[config.mk]
export PLATFORM = sky130hd
export DESIGN_NAME = instr_ctrl_fsm
export DESIGN_NICKNAME = d
export VERILOG_FILES = /design/src/rtl/instr_ctrl_fsm.sv
export SDC_FILE = /design/constraint.sdc
export NUM_CORES = 1
export LEC_CHECK = 0
export ABC_CLOCK_PERIOD_IN_PS = 2000
export BUFFER_PORTS_ARGS = -buffer_cell sky130_fd_sc_hd__buf_4
export CAP_MARGIN = 20
export CORE_ASPECT_RATIO = 0.9
export CORE_MARGIN = 3
export CORE_UTILIZATION = 45
export CTS_BUF_LIST = sky130_fd_sc_hd__clkbuf_4 sky130_fd_sc_hd__clkbuf_8
export DETAILED_ROUTE_END_ITERATION = 6
export PLACE_DENSITY = 0.76
export REMOVE_ABC_BUFFERS = 1
export SLEW_MARGIN = 20
export SYNTH_ARGS = -nofsm -noshare
export SYNTH_HDL_FRONTEND = slang
export SYNTH_SLANG_ARGS = --single-unit
export TNS_END_PERCENT = 30
[constraint.sdc]
create_clock -name clk -period 2 [get_ports clk]
set_input_delay 0.4 -clock clk [delete_from_list [all_inputs] [get_ports clk]]
set_output_delay 0.4 -clock clk [all_outputs]
set_load 0.01 [all_outputs]
[src/rtl/instr_ctrl_fsm.sv]
// rtl/instr_ctrl_fsm.sv - instruction stream control unit: load/mov/add/sub sequencing for the datapath
module instr_ctrl_fsm #(
    parameter int DATA_W  = 16,
    parameter int RADDR_W = 4,
    parameter int OPC_W   = 3,
    parameter int CNT_W   = 16
) (
    input  logic               clk,
    input  logic               reset,
    input  logic [DATA_W-1:0]  INSTRUCTION,
    input  logic               instr_valid,
    output logic               instr_ready,
    output logic [RADDR_W-1:0] rd_addr,
    output logic [RADDR_W-1:0] wr_addr,
    output logic               wr_en,
    output logic [1:0]         wr_src,
    output logic               a_ld,
    output logic               g_ld,
    output logic               alu_sub,
    output logic [DATA_W-1:0]  imm_out,
    output logic               done,
    output logic               err_illegal,
    output logic [CNT_W-1:0]   instr_count
);

    localparam int OPC_LO = 2 * RADDR_W;
    localparam int OPC_HI = OPC_LO + OPC_W - 1;

    localparam logic [1:0] SRC_IMM = 2'b00;
    localparam logic [1:0] SRC_RD  = 2'b01;
    localparam logic [1:0] SRC_G   = 2'b10;

    typedef enum logic [2:0] {
        IDLE    = 3'd0,
        LD_WAIT = 3'd1,
        LD_WR   = 3'd2,
        MOV     = 3'd3,
        AX      = 3'd4,
        AY      = 3'd5,
        WB      = 3'd6,
        ERR     = 3'd7
    } state_t;

    state_t             state_q, state_d;
    logic [RADDR_W-1:0] rx_q, rx_d;
    logic [RADDR_W-1:0] ry_q, ry_d;
    logic               sub_q, sub_d;
    logic [DATA_W-1:0]  imm_q, imm_d;
    logic [CNT_W-1:0]   count_q, count_d;

    logic [RADDR_W-1:0] rd_addr_q, rd_addr_d;
    logic [RADDR_W-1:0] wr_addr_q, wr_addr_d;
    logic               wr_en_q, wr_en_d;
    logic [1:0]         wr_src_q, wr_src_d;
    logic               a_ld_q, a_ld_d;
    logic               g_ld_q, g_ld_d;
    logic               alu_sub_q, alu_sub_d;
    logic               done_q, done_d;
    logic               err_q, err_d;

    logic [OPC_W-1:0]   in_opc;
    logic               in_illegal;
    logic               accept;

    assign in_opc      = INSTRUCTION[OPC_HI:OPC_LO];
    assign in_illegal  = (|INSTRUCTION[DATA_W-1:OPC_HI+1]) | in_opc[OPC_W-1];
    assign instr_ready = reset & ((state_q == IDLE) | (state_q == LD_WAIT));
    assign accept      = instr_valid & instr_ready;

    always_comb begin
        state_d = state_q;
        rx_d    = rx_q;
        ry_d    = ry_q;
        sub_d   = sub_q;
        imm_d   = imm_q;
        count_d = count_q + CNT_W'(done_q);

        case (state_q)
            IDLE: begin
                if (accept) begin
                    rx_d  = INSTRUCTION[2*RADDR_W-1:RADDR_W];
                    ry_d  = INSTRUCTION[RADDR_W-1:0];
                    sub_d = in_opc[0];
                    if (in_illegal)     state_d = ERR;
                    else if (in_opc[1]) state_d = AX;
                    else if (in_opc[0]) state_d = MOV;
                    else                state_d = LD_WAIT;
                end
            end
            LD_WAIT: begin
                // The data word is raw payload and is never decoded.
                if (accept) begin
                    imm_d   = INSTRUCTION;
                    state_d = LD_WR;
                end
            end
            AX:      state_d = AY;
            AY:      state_d = WB;
            default: state_d = IDLE;
        endcase
    end

    // Outputs are decoded from the next state so the registered copies line up with state_q.
    always_comb begin
        rd_addr_d = '0;
        wr_addr_d = '0;
        wr_en_d   = 1'b0;
        wr_src_d  = SRC_IMM;
        a_ld_d    = 1'b0;
        g_ld_d    = 1'b0;
        alu_sub_d = 1'b0;
        done_d    = 1'b0;
        err_d     = 1'b0;
        case (state_d)
            LD_WR: begin
                wr_en_d   = 1'b1;
                wr_addr_d = rx_d;
                wr_src_d  = SRC_IMM;
                done_d    = 1'b1;
            end
            MOV: begin
                rd_addr_d = ry_d;
                wr_en_d   = 1'b1;
                wr_addr_d = rx_d;
                wr_src_d  = SRC_RD;
                done_d    = 1'b1;
            end
            AX: begin
                rd_addr_d = rx_d;
                a_ld_d    = 1'b1;
            end
            AY: begin
                rd_addr_d = ry_d;
                g_ld_d    = 1'b1;
                alu_sub_d = sub_d;
            end
            WB: begin
                wr_en_d   = 1'b1;
                wr_addr_d = rx_d;
                wr_src_d  = SRC_G;
                done_d    = 1'b1;
            end
            ERR:     err_d = 1'b1;
            default: ;
        endcase
    end

    always_ff @(posedge clk) begin
        if (!reset) begin
            state_q   <= IDLE;
            rx_q      <= '0;
            ry_q      <= '0;
            sub_q     <= 1'b0;
            imm_q     <= '0;
            count_q   <= '0;
            rd_addr_q <= '0;
            wr_addr_q <= '0;
            wr_en_q   <= 1'b0;
            wr_src_q  <= SRC_IMM;
            a_ld_q    <= 1'b0;
            g_ld_q    <= 1'b0;
            alu_sub_q <= 1'b0;
            done_q    <= 1'b0;
            err_q     <= 1'b0;
        end else begin
            state_q   <= state_d;
            rx_q      <= rx_d;
            ry_q      <= ry_d;
            sub_q     <= sub_d;
            imm_q     <= imm_d;
            count_q   <= count_d;
            rd_addr_q <= rd_addr_d;
            wr_addr_q <= wr_addr_d;
            wr_en_q   <= wr_en_d;
            wr_src_q  <= wr_src_d;
            a_ld_q    <= a_ld_d;
            g_ld_q    <= g_ld_d;
            alu_sub_q <= alu_sub_d;
            done_q    <= done_d;
            err_q     <= err_d;
        end
    end

    assign rd_addr     = rd_addr_q;
    assign wr_addr     = wr_addr_q;
    assign wr_en       = wr_en_q;
    assign wr_src      = wr_src_q;
    assign a_ld        = a_ld_q;
    assign g_ld        = g_ld_q;
    assign alu_sub     = alu_sub_q;
    assign imm_out     = imm_q;
    assign done        = done_q;
    assign err_illegal = err_q;
    assign instr_count = count_q;

endmodule

==> flow_metrics.tcl <==
set metrics [dict create \
    cts.sinks 59 \
    vias 1927 \
    min_period_ns 1.586 \
    ys.flop_type "dfxtp_1" \
    synth_top_area_share 0.4768 \
    synth_top_cells_by_area "dfxtp_1 48%, nand2_1 4.7%, a21boi_2 4.5%" \
    drive_gt1_frac 0.3769 \
    path_cells "ha_1 > ha_1 > nand2_1 > nor4_1 > xor2_1 > and2_1" \
    outcome "complete, no violations" \
    min_from "INSTRUCTION[4]" \
    postSynthCellCount 246 \
    maxCapViolations 0 \
    synth_edf_count 0 \
    clk_path_buf_depth 2 \
    whs_endpoint "rd_addr[0]" \
    root_buffer "clkbuf_8" \
    fin_tns_setup_ns 0 \
    syn2layout_area_growth_pct 29.90 \
    async_reset_ff_frac 0 \
    skew_ns 0.005694 \
    cts_setup_buffers 0 \
    r2r_slack_ns 0.41 \
    maxSlewHeadroom 0.6614 \
    drc 0 \
    hold_depth 2 \
    multiInputGateArea_sq_mm 0.001199 \
    synth_commonest_cells "59 x dfxtp_1, 31 x nand2_1, 11 x a21boi_0, 11 x mux2i_1" \
    grt_pass1_vias 1834 \
    crit_top_cell "ha_1" \
    overflow 0 \
    grt_setup_unrepaired "false" \
    dr.pass1.iters 4 \
    insertedDiodeCount 0 \
    die_y_microns 76.39 \
    cts_max_level 3 \
    synthMostInstantiatedCell "dfxtp_1" \
    synth-seq-area-share 0.4768 \
    core_area_sq_mm 0.005075 \
    wire_per_inst_microns 14.15 \
    drt_iter0_markers 75 \
    utilization 0.6341 \
    arrival_ns 1.82 \
    numCtsBuffers 9 \
    start_kind "register" \
    ios 68 \
    cp.required_ns 2.23 \
    syn_area_sq_mm 0.002477 \
    gp_congestion 0.8614 \
    crit-reg2reg-launch "done" \
    end_kind "register" \
    clkLatencyLatePin_ns 0.33 \
    cts-resized-gates 0 \
    yosys_warnings 0 \
    num_rows 24 \
    cts_hold_buf 0 \
    port_buffers 67 \
    antenna_found_initial 0 \
    p_leak_nw 1.398 \
    drv_slew 0 \
    fill_cells 433 \
    hold_class "in2reg" \
    finalCritPeriodShare 0.7931 \
    routed_wl_microns 5462 \
    timing.hold.ws_ns 0.3125 \
    dp_hpwl_microns 3923 \
    finalHoldViolations 0 \
    worstSetupPathType "reg2reg" \
    max_freq_ghz 0.6305 \
    critical_path.max_stage_delay_ns 0.36 \
    cts.clk_slew.worst_paths_ns 0.06 \
    tightest_slew_ns 0.5078 \
    syn_avg_cell_area_sq_um 10.07 \
    grt_first_pass_wirelength_microns 9052 \
    reg2regPathDepth 6 \
    die_w_microns 84.21 \
    start_util 0.4882 \
    p_per_area_mw_per_mm2 813.0 \
    nets 337 \
    ir_drop_mv 0.5832 \
    die_area_sq_mm 0.006433 \
    postRouteAntennaNets 0 \
    setup_viol 0 \
    grt_start_max_net_pins 29 \
    critPathMaxFanout 5 \
    cp_slowest_cell "dfxtp_1" \
    post-synth-top-area-cell "dfxtp_1" \
    cts_tree "yes" \
    r2r-end "instr_count[12]" \
    synth_cell_types 47 \
    seqCellArea_sq_mm 0.001181 \
    p_total_mw 2.616 \
    ys_ff_latch 59 \
    grt_usage 0.1797 \
    viasPerCell 4.992 \
]
==> how the worst max path moves through the flow <==
stage                    startpoint         endpoint  slack, ns  depth (start not counted)
finish                         done  instr_count[12]       0.41                          6
floorplan                      done  instr_count[15]       0.46                          5
global route                   done  instr_count[12]       0.25                          6
CTS                      state_q[2]      instr_ready       0.40                          2
detailed placement  INSTRUCTION[10]       rd_addr[0]       0.28                          5
global placement    INSTRUCTION[10]       wr_addr[0]       0.33                          5
==> critical path, delay by kind of cell, from the launching register on <==
kind | cells | cell delay [ns]
AND/OR/NAND/NOR | 3 | 0.60
flip-flops | 1 | 0.36
adder cells (fa/ha/maj) | 2 | 0.42
XOR/XNOR | 1 | 0.10
==> per-stage QoR <==
step                cells  worst slack, ns  area [sq um]
detailed placement    370           0.2809          3005
CTS                   386           0.3974          3218
finish                386           0.4139          3218
floorplan             234           0.4607          2391
global placement      370           0.3256          3005
global route          386           0.2538          3218
==> cells in the final DEF, fill, tap and decap left out, types with 10 or more instances in the layout <==
cell type and instances:
a21boi_0 11, a21boi_2 10, and2_1 10, buf_4 71
clkbuf_8 12, dfxtp_1 59, mux2i_1 11, nand2_1 31
nand2_2 10
==> layout make-up <==
type / count / area share
multi-input combinational: 172 / 0.3725
sequential: 59 / 0.3670
timing repair buffer: 71 / 0.1656
clock buffer: 12 / 0.05132
tap: 65 / 0.02527
clock inverter: 4 / 0.01477
inverter: 3 / 0.003499
==> registers in the layout, indices dropped and copies added, names as in the netlist <==
name	flops
g_ld	1
imm_out	16
done	1
rx_q	4
instr_count	16
state_q	3
rd_addr	4
err_illegal	1
a_ld	1
alu_sub	1
wr_addr	4
ry_q	4
wr_src	2
sub_q	1
==> routing by layer <==
layer,vias to the layer above,global-route usage,part of all wire
met5,-,0,0
met2,45,0.2768,0.46
met3,4,0.06378,0.052
met1,897,0.2324,0.48
met4,0,0.06270,0.0073
li1,981,-,-
==> cells by family (layout without fill, tap and decap cells) <==
logic type,count (synthesis),in the layout,share of synthesized area
xor+xnor,7,7,0.02475
buf+inv,15,90,0.03938
simple gates,113,113,0.2707
flops,59,59,0.4768
compound gates,39,39,0.1338
mux,11,11,0.04445
fa+ha+maj,2,2,0.01010
==> report_power, final <==
group	total [mW]	internal (mW)	switching, mW	leakage (nW)
Combinational	0.252	0.122	0.130	0.812
Clock	1.12	0.672	0.450	0.108
Sequential	1.24	1.21	0.0294	0.478
Total	2.62	2.01	0.609	1.40
(Power assumes the default switching activity.)
